[config.mk]
export PLATFORM = sky130hd
export DESIGN_NAME = alu_operand_decoder
export DESIGN_NICKNAME = d
export VERILOG_FILES = /design/src/rtl/alu_pkg.sv /design/src/rtl/imm_gen.sv /design/src/rtl/alu_operand_decoder.sv
export SDC_FILE = /design/constraint.sdc
export NUM_CORES = 1
export LEC_CHECK = 0
export ABC_AREA = 1
export CELL_PAD_IN_SITES_DETAIL_PLACEMENT = 0
export CELL_PAD_IN_SITES_GLOBAL_PLACEMENT = 1
export CORE_MARGIN = 8
export CORE_UTILIZATION = 27
export CTS_BUF_LIST = sky130_fd_sc_hd__clkbuf_4
export CTS_CLUSTER_DIAMETER = 60
export DETAILED_ROUTE_END_ITERATION = 16
export PLACE_DENSITY = 0.76
export SYNTH_ARGS = -nofsm -noshare
export SYNTH_HDL_FRONTEND = slang
export SYNTH_SLANG_ARGS = --single-unit
[constraint.sdc]
create_clock -name clk -period 3 [get_ports clk]
set_input_delay 0.3 -clock clk [delete_from_list [all_inputs] [get_ports clk]]
set_output_delay 0.3 -clock clk [all_outputs]
set_load 0.005 [all_outputs]
[src/rtl/alu_pkg.sv]
// Shared constants for the ALU operand decode stage: datapath widths,
// ALU operation codes, RV32I major opcodes and the funct3 codes used by decode.
package alu_pkg;

  localparam int XLEN   = 32;
  localparam int CTRL_W = 4;

  localparam logic [CTRL_W-1:0] ALU_ADD   = 4'b0000;
  localparam logic [CTRL_W-1:0] ALU_SUB   = 4'b0001;
  localparam logic [CTRL_W-1:0] ALU_AND   = 4'b0010;
  localparam logic [CTRL_W-1:0] ALU_OR    = 4'b0011;
  localparam logic [CTRL_W-1:0] ALU_XOR   = 4'b0100;
  localparam logic [CTRL_W-1:0] ALU_SLL   = 4'b0101;
  localparam logic [CTRL_W-1:0] ALU_SRL   = 4'b0110;
  localparam logic [CTRL_W-1:0] ALU_SRA   = 4'b0111;
  localparam logic [CTRL_W-1:0] ALU_SLT   = 4'b1000;
  localparam logic [CTRL_W-1:0] ALU_SLTU  = 4'b1001;
  localparam logic [CTRL_W-1:0] ALU_LUI   = 4'b1010;
  localparam logic [CTRL_W-1:0] ALU_AUIPC = 4'b1011;
  localparam logic [CTRL_W-1:0] ALU_JAL   = 4'b1100;
  localparam logic [CTRL_W-1:0] ALU_JALR  = 4'b1101;

  localparam logic [6:0] OPC_OP     = 7'b0110011;
  localparam logic [6:0] OPC_OP_IMM = 7'b0010011;
  localparam logic [6:0] OPC_LUI    = 7'b0110111;
  localparam logic [6:0] OPC_AUIPC  = 7'b0010111;
  localparam logic [6:0] OPC_JAL    = 7'b1101111;
  localparam logic [6:0] OPC_JALR   = 7'b1100111;
  localparam logic [6:0] OPC_LOAD   = 7'b0000011;
  localparam logic [6:0] OPC_STORE  = 7'b0100011;
  localparam logic [6:0] OPC_BRANCH = 7'b1100011;

  localparam logic [2:0] F3_ADD_SUB = 3'b000;
  localparam logic [2:0] F3_SLL     = 3'b001;
  localparam logic [2:0] F3_SLT     = 3'b010;
  localparam logic [2:0] F3_SLTU    = 3'b011;
  localparam logic [2:0] F3_XOR     = 3'b100;
  localparam logic [2:0] F3_SRL_SRA = 3'b101;
  localparam logic [2:0] F3_OR      = 3'b110;
  localparam logic [2:0] F3_AND     = 3'b111;

  localparam logic [6:0] F7_BASE = 7'b0000000;
  localparam logic [6:0] F7_ALT  = 7'b0100000;

endpackage

[src/rtl/imm_gen.sv]
// Immediate generator: sign-extended I/S immediates and the U immediate.
// Only instruction bits [31:7] carry immediate fields, so only those come in.
module imm_gen
  import alu_pkg::*;
#(
  parameter int W = XLEN
) (
  input  logic [31:7]  instr,
  output logic [W-1:0] imm_i,
  output logic [W-1:0] imm_s,
  output logic [W-1:0] imm_u
);

  // Field extraction and sign extension, purely combinational
  always_comb begin
    imm_i = {{(W-11){instr[31]}}, instr[30:20]};
    imm_s = {{(W-11){instr[31]}}, instr[30:25], instr[11:7]};
    imm_u = {{(W-31){instr[31]}}, instr[30:12], 12'b0};
  end

endmodule

[src/rtl/alu_operand_decoder.sv]
// Decode stage feeding the ALU: picks A/B operands, encodes the ALU op and
// holds the result in a single valid/ready output register (1-cycle latency).
module alu_operand_decoder
  import alu_pkg::*;
#(
  parameter int XLEN_P = XLEN,
  parameter int CTRL_P = CTRL_W
) (
  input  logic              clk,
  input  logic              rst,
  input  logic              flush,
  input  logic              in_valid,
  output logic              in_ready,
  input  logic [31:0]       in_instr,
  input  logic [XLEN_P-1:0] in_pc,
  output logic [4:0]        rs1_addr,
  output logic [4:0]        rs2_addr,
  input  logic [XLEN_P-1:0] rs1_data,
  input  logic [XLEN_P-1:0] rs2_data,
  output logic              out_valid,
  input  logic              out_ready,
  output logic [XLEN_P-1:0] A,
  output logic [XLEN_P-1:0] B,
  output logic [CTRL_P-1:0] ALU_control,
  output logic [XLEN_P-1:0] PC,
  output logic [4:0]        rd_addr,
  output logic              reg_write,
  output logic              illegal
);

  logic [6:0]        opcode;
  logic [2:0]        funct3;
  logic [6:0]        funct7;
  logic [4:0]        rd;
  logic [XLEN_P-1:0] imm_i;
  logic [XLEN_P-1:0] imm_s;
  logic [XLEN_P-1:0] imm_u;
  logic [XLEN_P-1:0] shamt;
  logic [XLEN_P-1:0] dec_a;
  logic [XLEN_P-1:0] dec_b;
  logic [CTRL_P-1:0] dec_ctrl;
  logic              dec_rw;
  logic              dec_ill;
  logic              op_f7_ok;
  logic              in_xfer;

  assign opcode   = in_instr[6:0];
  assign rd       = in_instr[11:7];
  assign funct3   = in_instr[14:12];
  assign funct7   = in_instr[31:25];
  assign rs1_addr = in_instr[19:15];
  assign rs2_addr = in_instr[24:20];
  assign shamt    = {{(XLEN_P-5){1'b0}}, in_instr[24:20]};

  imm_gen #(.W(XLEN_P)) u_imm_gen (
    .instr (in_instr[31:7]),
    .imm_i (imm_i),
    .imm_s (imm_s),
    .imm_u (imm_u)
  );

  // A flush kills the incoming op too, so the stage refuses it that cycle
  assign in_ready = !flush && (!out_valid || out_ready);
  assign in_xfer  = in_valid && in_ready;

  // funct7 0100000 is only meaningful for SUB and SRA on register-register ops
  assign op_f7_ok = (funct7 == F7_BASE) ||
                    ((funct7 == F7_ALT) && ((funct3 == F3_ADD_SUB) || (funct3 == F3_SRL_SRA)));

  // Operand select and ALU op encoding for the instruction on in_instr
  always_comb begin
    dec_a    = '0;
    dec_b    = '0;
    dec_ctrl = ALU_ADD;
    dec_rw   = 1'b0;
    dec_ill  = 1'b0;
    unique case (opcode)
      OPC_OP: begin
        if (op_f7_ok) begin
          dec_a  = rs1_data;
          dec_b  = rs2_data;
          dec_rw = 1'b1;
          unique case (funct3)
            F3_ADD_SUB: dec_ctrl = funct7[5] ? ALU_SUB : ALU_ADD;
            F3_SLL:     dec_ctrl = ALU_SLL;
            F3_SLT:     dec_ctrl = ALU_SLT;
            F3_SLTU:    dec_ctrl = ALU_SLTU;
            F3_XOR:     dec_ctrl = ALU_XOR;
            F3_SRL_SRA: dec_ctrl = funct7[5] ? ALU_SRA : ALU_SRL;
            F3_OR:      dec_ctrl = ALU_OR;
            default:    dec_ctrl = ALU_AND;
          endcase
        end else begin
          dec_ill = 1'b1;
        end
      end
      OPC_OP_IMM: begin
        dec_a  = rs1_data;
        dec_b  = imm_i;
        dec_rw = 1'b1;
        unique case (funct3)
          F3_ADD_SUB: dec_ctrl = ALU_ADD;
          F3_SLL: begin
            dec_b    = shamt;
            dec_ctrl = ALU_SLL;
          end
          F3_SLT:     dec_ctrl = ALU_SLT;
          F3_SLTU:    dec_ctrl = ALU_SLTU;
          F3_XOR:     dec_ctrl = ALU_XOR;
          F3_SRL_SRA: begin
            dec_b    = shamt;
            dec_ctrl = in_instr[30] ? ALU_SRA : ALU_SRL;
          end
          F3_OR:      dec_ctrl = ALU_OR;
          default:    dec_ctrl = ALU_AND;
        endcase
      end
      OPC_LUI: begin
        dec_b    = imm_u;
        dec_ctrl = ALU_LUI;
        dec_rw   = 1'b1;
      end
      OPC_AUIPC: begin
        dec_b    = imm_u;
        dec_ctrl = ALU_AUIPC;
        dec_rw   = 1'b1;
      end
      OPC_JAL: begin
        dec_b    = XLEN_P'(4);
        dec_ctrl = ALU_JAL;
        dec_rw   = 1'b1;
      end
      OPC_JALR: begin
        dec_a    = rs1_data;
        dec_b    = XLEN_P'(4);
        dec_ctrl = ALU_JALR;
        dec_rw   = 1'b1;
      end
      OPC_LOAD: begin
        dec_a  = rs1_data;
        dec_b  = imm_i;
        dec_rw = 1'b1;
      end
      OPC_STORE: begin
        dec_a = rs1_data;
        dec_b = imm_s;
      end
      OPC_BRANCH: begin
        dec_a    = rs1_data;
        dec_b    = rs2_data;
        dec_ctrl = ALU_SUB;
      end
      default: dec_ill = 1'b1;
    endcase
  end

  // Output valid flag: flush wins, then accept, then drain on consume
  always_ff @(posedge clk or posedge rst) begin
    if (rst) begin
      out_valid <= 1'b0;
    end else if (flush) begin
      out_valid <= 1'b0;
    end else if (in_xfer) begin
      out_valid <= 1'b1;
    end else if (out_ready) begin
      out_valid <= 1'b0;
    end
  end

  // Data registers load only on an accepted op; x0 never gets a write enable
  always_ff @(posedge clk or posedge rst) begin
    if (rst) begin
      A           <= '0;
      B           <= '0;
      ALU_control <= ALU_ADD;
      PC          <= '0;
      rd_addr     <= '0;
      reg_write   <= 1'b0;
      illegal     <= 1'b0;
    end else if (in_xfer) begin
      A           <= dec_a;
      B           <= dec_b;
      ALU_control <= dec_ctrl;
      PC          <= in_pc;
      rd_addr     <= rd;
      reg_write   <= dec_rw && (rd != 5'd0);
      illegal     <= dec_ill;
    end
  end

endmodule

==> results of run 1 <==
## cells in the mapped netlist
| cell type | count | area [um2] |
|---|---|---|
| a21oi_1 | 10 | 50.05 |
| a21oi_2 | 10 | 87.58 |
| a31oi_1 | 1 | 6.260 |
| buf_2 | 8 | 40.04 |
| buf_4 | 10 | 75.07 |
| buf_6 | 10 | 112.6 |
| clkbuf_1 | 15 | 56.30 |
| clkbuf_4 | 2 | 15.01 |
| dfrtp_1 | 108 | 2703 |
| inv_1 | 38 | 142.6 |
| inv_2 | 6 | 22.52 |
| nand2_1 | 381 | 1430 |
| nand2_2 | 8 | 50.05 |
| nand2_4 | 2 | 22.52 |
| nand3_1 | 13 | 65.06 |
| nand3_2 | 2 | 20.02 |
| nand3_4 | 1 | 17.52 |
| nand4_1 | 1 | 6.260 |
| nor2_1 | 37 | 138.9 |
| nor2_2 | 1 | 6.260 |
| nor2_4 | 1 | 11.26 |
| nor2_8 | 1 | 20.02 |
| nor3_1 | 5 | 25.02 |
| nor3_2 | 1 | 10.01 |
| nor3_4 | 1 | 16.27 |
| o21ai_0 | 10 | 50.05 |
| o21ai_1 | 2 | 10.01 |
| o21ai_2 | 30 | 262.8 |
| o31ai_1 | 1 | 7.510 |
## path summary, 6_finish.rpt
path                            slack (ps)     end  depth (start not counted)        start
worst max-delay path                   910   A[27]                          9  in_instr[1]
worst min-delay path                   290  PC[23]                          2          rst
worst max register to register        1090   A[31]                          7    out_valid
worst min register to register         490   PC[4]                          2        PC[4]
max in group asynchronous             2040    B[0]                          3          rst
min in group clk                       320   PC[8]                          3     in_pc[8]
## cell usage in the layout (no fill, tap or decap), drive strengths merged, types with 3 or more instances in the layout
master,instances
a21oi,20
buf,10
clkbuf,9
clkdlybuf4s50,251
clkinv,3
dfrtp,108
inv,46
nand2,391
nand3,16
nor2,40
nor3,7
o21ai,42
## through the flow
step	hold WS [ps]	power, mW	std cells
6_report	288.5	3.111	1219
5_1_grt	265.1	3.287	1219
4_1_cts	255.1	3.178	1218
3_5_place_dp	457.4	2.340	1202
3_3_place_gp	451.8	2.335	1202
2_1_floorplan	363.1	1.863	716
## where the power goes
| group | total (mW) | internal [mW] | switching (mW) |
|---|---|---|---|
| registers | 1.61 | 1.55 | 0.0523 |
| clock network | 0.813 | 0.269 | 0.545 |
| logic | 0.693 | 0.403 | 0.290 |
| total | 3.11 | 2.22 | 0.887 |
## area by class of cell
cell class	instances	share of cell area, %
Antenna cell	1	0.03006
Clock buffer	9	0.8117
Clock inverter	7	0.9620
Inverter	44	2.044
Multi-Input combinational cell	519	27.79
Sequential cell	108	32.47
Tap cell	270	4.058
Timing Repair Buffer	261	31.84
## routing by layer
metal,track usage (%),part of all wire (%),vias up
met2,25.13,48,138
met3,3.502,6.6,12
met1,19.51,44,2335
li1,-,-,2629
met5,0,0,-
met4,4.760,1.2,0
## sequential cells by signal, indices dropped and copies added (netlist names)
register,cells
reg_write,1
B,32
illegal,1
A,32
PC,32
out_valid,1
ALU_control,4
rd_addr,5
## worst reg2reg max path, cell delays in order (launching register included)
cell	delay, ps
dfrtp_1	420
nand2_1	100
inv_2	50
nor3_4	180
clkinv_2	470
buf_12	400
nand2_1	120
o21ai_2	50
## logic make-up after synthesis
family / after synthesis
buffers and inverters: 89
AND/OR/NAND/NOR: 455
flip-flops: 108
AO/OA/AOI/OAI: 64
==> flow_metrics.tcl, run 1 <==
set metrics [dict create \
    status "finished, final reports clean" \
    avgSynthCellArea_um2 7.654 \
    cts_hold_buf 0 \
    nFillCells 2040 \
    root_buffer "clkbuf_4" \
    grt-ovfl-total 0 \
    maxSlewHeadroom_pct 23.22 \
    setup_viol_count_final 0 \
    finalCriticalPeriod_ps 2090 \
    hold_class "primary input to asynchronous set/reset pin" \
    synthCells 716 \
    first_iter_violations 331 \
    synthDistinctLibCells 29 \
    drt_first_pass_iters 4 \
    synth_xor_area_share_pct 0 \
    final_nets 1076 \
    drc 0 \
    grt_pass1_vias 5165 \
    finClkSkew_ps 22.75 \
    num_rows 52 \
    end_kind "flop" \
    p_per_area_nw_per_um2 373.8 \
    critical_path_class "primary input to flop" \
    synth_area_um2 5480 \
    cts_buffers 9 \
    worstMarginPinSlew_ps 1149 \
    critPathLaunchType "primary input" \
    dp_hpwl_um 14290 \
    grt_pass1_wl_um 29610 \
    syn_nets 849 \
    setup_ws_ps 909.7 \
    grtUsageTotal_pct 15.27 \
    fin_setup_tns_ps 0 \
    synthMuxAreaShare_pct 0 \
    io_pins 252 \
    critPathMaxStageDelay_ps 860 \
    grt_max_degree 105 \
    wire_per_inst_um 15.88 \
    cts.sinks 108 \
    cp_slowest_cell "nor2_4" \
    cts_tree "done" \
    ant_nets 0 \
    port_buffers 251 \
    synth_top_family_by_area "simple AND/OR/NAND/NOR gates" \
    register_area_um2 2703 \
    synthAdderAreaFrac_pct 0 \
    die_area_um2 25110 \
    maxCapViolations 0 \
    fin_crit_sh_pct 69.68 \
    cts.path.max_buffers 2 \
    post_cts_resized 0 \
    critPathTopFamily "simple AND/OR/NAND/NOR gates" \
    viasPerCell 4.195 \
    worstSkewPairLatency_ps 490 \
    core-area_um2 20100 \
    synth-compound-area-share_pct 8.653 \
    vias 5114 \
    area_delta_synth_final_pct 51.89 \
    wl_um 19360 \
    ys_warn_count 0 \
    placed_area_um2 8174 \
    worst_path_most_repeated_cell "nand2_2" \
    crit_chain "clkdlybuf4s50_1, nand2_2, inv_1, nand2_1, nor2_2, nand3_4, nand2_2, nor2_4, o21ai_0" \
    crit_fanout 32 \
    ir_worst_vdd_mv 0.1919 \
    clk_pin_slew_ps 200 \
    fin_area_um2 8324 \
    final_util_pct 41.41 \
    ys_seq_area_share_pct 49.32 \
    placement.setup.worst_slack_ps 325.3 \
    fp.dieH_um 158.5 \
    drv_slew 0 \
    synth_simple_gate_area_share_pct 33.56 \
    routabilityCongestion 0.8073 \
    drive_gt1_share_pct 9.494 \
    synth_seq_cells 108 \
    multiInputGateArea_um2 2313 \
    required_ps 3360 \
    initial_core_util_pct 27.26 \
    htree_levels 3 \
    max_freq_ghz 0.4784 \
    die_w_um 158.5 \
    rsz0062_at_grt "no" \
    cts_setup_buffers 0 \
    grt_antenna_before_repair 1 \
    crit_arrival_ps 2450 \
    path_buf_inv 2 \
    leakagePower_nw 4.060 \
    finalHoldViolCount 0 \
]
Power figures use the tool's default switching activity.
==> run 2, diff against run 1 <==
--- a/config.mk
+++ b/config.mk
@@ -9,11 +9,11 @@
 export CELL_PAD_IN_SITES_DETAIL_PLACEMENT = 0
 export CELL_PAD_IN_SITES_GLOBAL_PLACEMENT = 1
 export CORE_MARGIN = 8
-export CORE_UTILIZATION = 27
+export CORE_UTILIZATION = 30
 export CTS_BUF_LIST = sky130_fd_sc_hd__clkbuf_4
 export CTS_CLUSTER_DIAMETER = 60
 export DETAILED_ROUTE_END_ITERATION = 16
-export PLACE_DENSITY = 0.76
+export PLACE_DENSITY = 0.8
 export SYNTH_ARGS = -nofsm -noshare
 export SYNTH_HDL_FRONTEND = slang
 export SYNTH_SLANG_ARGS = --single-unit
==> constraint.sdc (replaced) <==
create_clock -name clk -period 2.16 [get_ports clk]
set_input_delay 0.216 -clock clk [delete_from_list [all_inputs] [get_ports clk]]
set_output_delay 0.216 -clock clk [all_outputs]
set_load 0.005 [all_outputs]
==> flow_metrics.tcl, run 2 (same netlist as run 1, synthesis figures left out) <==
set metrics [dict create \
    end_kind "flop" \
    maxCapViolations 0 \
    required_ps 2510 \
    nFillCells 1819 \
    final_util_pct 46.87 \
    dp_hpwl_um 14060 \
    post_cts_resized 0 \
    hold_class "primary input to asynchronous set/reset pin" \
    p_per_area_nw_per_um2 503.7 \
    critPathMaxStageDelay_ps 860 \
    cts_hold_buf 0 \
    final_cell_mix "nand2_1, clkdlybuf4s50_1, dfrtp_1" \
    p_switching_mw 1.248 \
    crit_chain "clkdlybuf4s50_1, nor2_1, nand2_1, nand3_1, nand3_4, nand2_2, nor2_4, o21ai_0" \
    placement.setup.worst_slack_ps -352.2 \
    core-area_um2 17960 \
    ant_nets 0 \
    cts_tree "done" \
    final_common_cell "nand2_1" \
    grt_pass1_wl_um 29300 \
    grtUsageTotal_pct 16.34 \
    cts.path.max_buffers 2 \
    cp_slowest_cell "nor2_4" \
    routabilityCongestion 0.8121 \
    cts.sinks 108 \
    worstMarginPinSlew_ps 1154 \
    cts_buffers 9 \
    drive_gt1_share_pct 11.55 \
    finClkSkew_ps 18.00 \
    final_nets 1098 \
    fp.dieH_um 151.2 \
    crit_fanout 32 \
    fin_crit_sh_pct 89.95 \
    maxSlewHeadroom_pct 22.88 \
    fin_setup_tns_ps 0 \
    die_w_um 151.2 \
    die_area_um2 22850 \
    htree_levels 3 \
    p_total_mw 4.241 \
    finalCriticalPeriod_ps 1943 \
    area_delta_synth_final_pct 53.63 \
    clk_pin_slew_ps 200 \
    finalHoldViolCount 0 \
    num_rows 49 \
    viasPerCell 4.344 \
    drt_first_pass_iters 5 \
    internal_power_mw 2.992 \
    first_iter_violations 255 \
    largest_registers "A (32), B (32), PC (32)" \
    cts_setup_buffers 0 \
    wire_per_inst_um 15.63 \
    critical_path_class "primary input to flop" \
    grt_antenna_before_repair 1 \
    status "finished, final reports clean" \
    seq_power_share_pct 52.5 \
    p_sw_share_pct 29.44 \
    vias 5213 \
    grt_max_degree 109 \
    drv_slew 0 \
    critPathLaunchType "primary input" \
    port_buffers 251 \
    ir_worst_vdd_mv 0.3719 \
    grt-ovfl-total 0 \
    io_pins 252 \
    rsz0062_at_grt "no" \
    setup_ws_ps 217.0 \
    holdWs_ps 188.4 \
    setup_viol_count_final 0 \
    leakagePower_nw 4.151 \
    crit_arrival_ps 2290 \
    initial_core_util_pct 30.51 \
    p_clk_share_pct 24.6 \
    grt_pass1_vias 5260 \
    drc 0 \
    root_buffer "clkbuf_4" \
    max_freq_ghz 0.5147 \
    pwr-share-comb_pct 22.9 \
    worstSkewPairLatency_ps 490 \
    wl_um 18760 \
]
[run 2: changes by cell type in the layout (fill, tap and decap cells not counted), sizes merged]
cell / change
inv: +1
buf: +22
bufinv: -1
[run 2: final timing paths]
path                          end  depth (start not counted)  slack, ps    startpoint
max                         A[26]                          8        220  in_instr[14]
min                        PC[12]                          3        190           rst
max reg2reg                 A[26]                          7        480     out_valid
min reg2reg                PC[31]                          2        490        PC[31]
max in group asynchronous   B[20]                          3       1450           rst
min in group clk           PC[13]                          3        220     in_pc[13]
[run 2: power groups by stage]
stage / clock [mW] / combinational [mW] / sequential [mW]
floorplan: 0 / 0.311 / 2.28
detailed placement: 0 / 0.992 / 2.26
finish: 1.04 / 0.972 / 2.23
CTS: 1.10 / 0.995 / 2.23
global route: 1.17 / 1.07 / 2.25
global placement: 0 / 0.989 / 2.26
[run 2: layout make-up]
| class | instances | area (um2) | area share, % |
|---|---|---|---|
| Sequential cell | 108 | 2703 | 32.10 |
| Clock buffer | 9 | 67.56 | 0.8025 |
| Inverter | 44 | 170.2 | 2.021 |
| Timing Repair Buffer | 283 | 2815 | 33.44 |
| Tap cell | 229 | 286.5 | 3.403 |
| Multi-Input combinational cell | 519 | 2313 | 27.48 |
| Clock inverter | 7 | 61.31 | 0.7282 |
| Antenna cell | 1 | 2.502 | 0.02972 |
[run 2: critical path: cells and delay by family]
family / cells / cell delay, ps
buf+inv: 1 / 550
compound gates: 1 / 200
simple gates: 6 / 1300
[run 2: per-stage QoR]
stage / std cells / cell area [um2]
after detailed placement: 1183 / 8288
after global routing: 1200 / 8419
after CTS: 1199 / 8417
after floorplan: 716 / 5484
final: 1200 / 8419
after global placement: 1183 / 8288
[run 2: metal layers]
metal | GRT usage [%] | vias to the layer above | share of wire, % | routed length (um)
li1 | - | 2679 | - | -
met1 | 21.80 | 2372 | 45 | 8386
met2 | 25.67 | 147 | 46 | 8695
met3 | 3.675 | 15 | 7.3 | 1361
met4 | 5.492 | 0 | 1.7 | 315
met5 | 0 | - | 0 | 0
==> run 3, diff against run 2 <==
--- a/config.mk
+++ b/config.mk
@@ -6,6 +6,7 @@
 export NUM_CORES = 1
 export LEC_CHECK = 0
 export ABC_AREA = 1
+export CAP_MARGIN = 30
 export CELL_PAD_IN_SITES_DETAIL_PLACEMENT = 0
 export CELL_PAD_IN_SITES_GLOBAL_PLACEMENT = 1
 export CORE_MARGIN = 8
==> flow_metrics.tcl, run 3 (same netlist as run 1, synthesis figures left out) <==
set metrics [dict create \
    crit_chain "nand2_1, inv_2, nor2_1, clkdlybuf4s50_1" \
    critical_path_class "flop to output port" \
    cp_slowest_cell "clkdlybuf4s50_1" \
    rsz0062_at_grt "no" \
    multiInputGateArea_um2 2313 \
    rrSetupSlack_ps 520 \
    crit_arrival_ps 1660 \
    finalHoldViolCount 0 \
    wire_per_inst_um 15.56 \
    cts.sinks 108 \
    max_freq_ghz 0.5322 \
    largest_registers "A (32), B (32), PC (32)" \
    ant_nets 0 \
    seq_power_share_pct 53.5 \
    p_switching_mw 1.195 \
    nFillCells 1809 \
    viasPerCell 4.310 \
    htree_levels 3 \
    hold_class "primary input to asynchronous set/reset pin" \
    maxCapViolations 0 \
    path_buf_inv 2 \
    p_per_area_nw_per_um2 494.4 \
    p_clk_share_pct 23.2 \
    worstMarginPinSlew_ps 615.1 \
    vias 5172 \
    drc 0 \
    internal_power_mw 2.970 \
    timing.rr.start "out_valid" \
    setup.worst_path.start "out_valid" \
    fp.dieH_um 151.2 \
    area_delta_synth_final_pct 53.72 \
    critPathLaunchType "flop" \
    r2r_end "A[21]" \
    cts_tree "done" \
    routabilityCongestion 0.8121 \
    num_rows 49 \
    dp_hpwl_um 14120 \
    port_buffers 251 \
    die_w_um 151.2 \
    drt_first_pass_iters 4 \
    critPathMaxStageDelay_ps 520 \
    finalCriticalPeriod_ps 1879 \
    p_sw_share_pct 28.70 \
    cts.path.max_buffers 2 \
    io_pins 252 \
    worstSkewPairLatency_ps 470 \
    required_ps 1940 \
    cts_hold_buf 0 \
    grt_pass1_vias 5185 \
    die_area_um2 22850 \
    critPathTopFamily "buffers and inverters" \
    maxSlewHeadroom_pct 58.99 \
    cts_setup_buffers 0 \
    final_common_cell "nand2_1" \
    register_area_um2 2703 \
    leakagePower_nw 4.148 \
    fin_crit_sh_pct 86.99 \
    grtUsageTotal_pct 16.16 \
    grt_pass1_wl_um 28850 \
    post_cts_resized 0 \
    drive_gt1_share_pct 11.65 \
    end_kind "output port" \
    placement.setup.worst_slack_ps 85.75 \
    crit_fanout 2 \
    setup_viol_count_final 0 \
    status "finished, final reports clean" \
    wl_um 18670 \
    initial_core_util_pct 30.51 \
    grt_max_degree 109 \
    final_cell_mix "nand2_1, clkdlybuf4s50_1, dfrtp_1" \
    root_buffer "clkbuf_4" \
    setup_ws_ps 281.0 \
    finClkSkew_ps 17.00 \
    core-area_um2 17960 \
    grt-ovfl-total 0 \
    r2r_cells 7 \
    drv_slew 0 \
    final_nets 1099 \
    grt_antenna_before_repair 1 \
    pwr-share-comb_pct 23.4 \
    first_iter_violations 203 \
    cts_buffers 9 \
    p_total_mw 4.165 \
    clk_pin_slew_ps 180 \
    ir_worst_vdd_mv 0.3605 \
]
-- run 3: layout make-up --
| cell class | instances | share of cell area, % |
|---|---|---|
| repair buffers | 284 | 33.66 |
| inverters | 44 | 2.020 |
| clock inverters | 6 | 0.5495 |
| diodes | 1 | 0.02970 |
| flip-flops and latches | 108 | 32.08 |
| clock buffers | 9 | 0.8020 |
| multi-input cells | 519 | 27.46 |
| well taps | 229 | 3.401 |
-- run 3: metal layers --
metal / wire, um / up-vias / GRT usage, %
met5: 0 / - / 0
met4: 278 / 0 / 5.344
met3: 1177 / 14 / 3.585
met2: 8707 / 143 / 25.92
met1: 8511 / 2339 / 21.19
li1: - / 2676 / -
-- run 3: worst max path at each step --
stage / cells after the start / endpoint
finish: 4 / in_ready
global route: 4 / in_ready
detailed placement: 13 / B[31]
CTS: 4 / in_ready
global placement: 9 / A[26]
floorplan: 1 / ALU_control[0]
-- run 3: tightest hold or removal path, stage by stage --
cell and delay, ps:
clkdlybuf4s50_1 450, clkinvlp_4 100, buf_12 420
-- run 3: power by group through the flow --
stage	Combinational [mW]	Sequential, mW	Clock [mW]
after detailed placement	0.991	2.27	0
after global routing	1.07	2.25	1.09
after global placement	0.989	2.26	0
after floorplan	0.311	2.28	0
after CTS	0.993	2.23	1.03
final	0.973	2.23	0.965
-- run 3: per-stage QoR --
| stage | cells | setup TNS (ps) | hold WS (ps) | area [um2] | utilization, % |
|---|---|---|---|---|---|
| after global placement | 1183 | -5390 | 452.9 | 8288 | 46.14 |
| after global routing | 1200 | 0 | 187.5 | 8424 | 46.90 |
| after floorplan | 716 | 0 | 279.1 | 5484 | - |
| after detailed placement | 1184 | 0 | 457.1 | 8308 | 46.25 |
| after CTS | 1199 | 0 | 192.9 | 8422 | 46.88 |
| final | 1200 | 0 | 217.8 | 8424 | 46.90 |
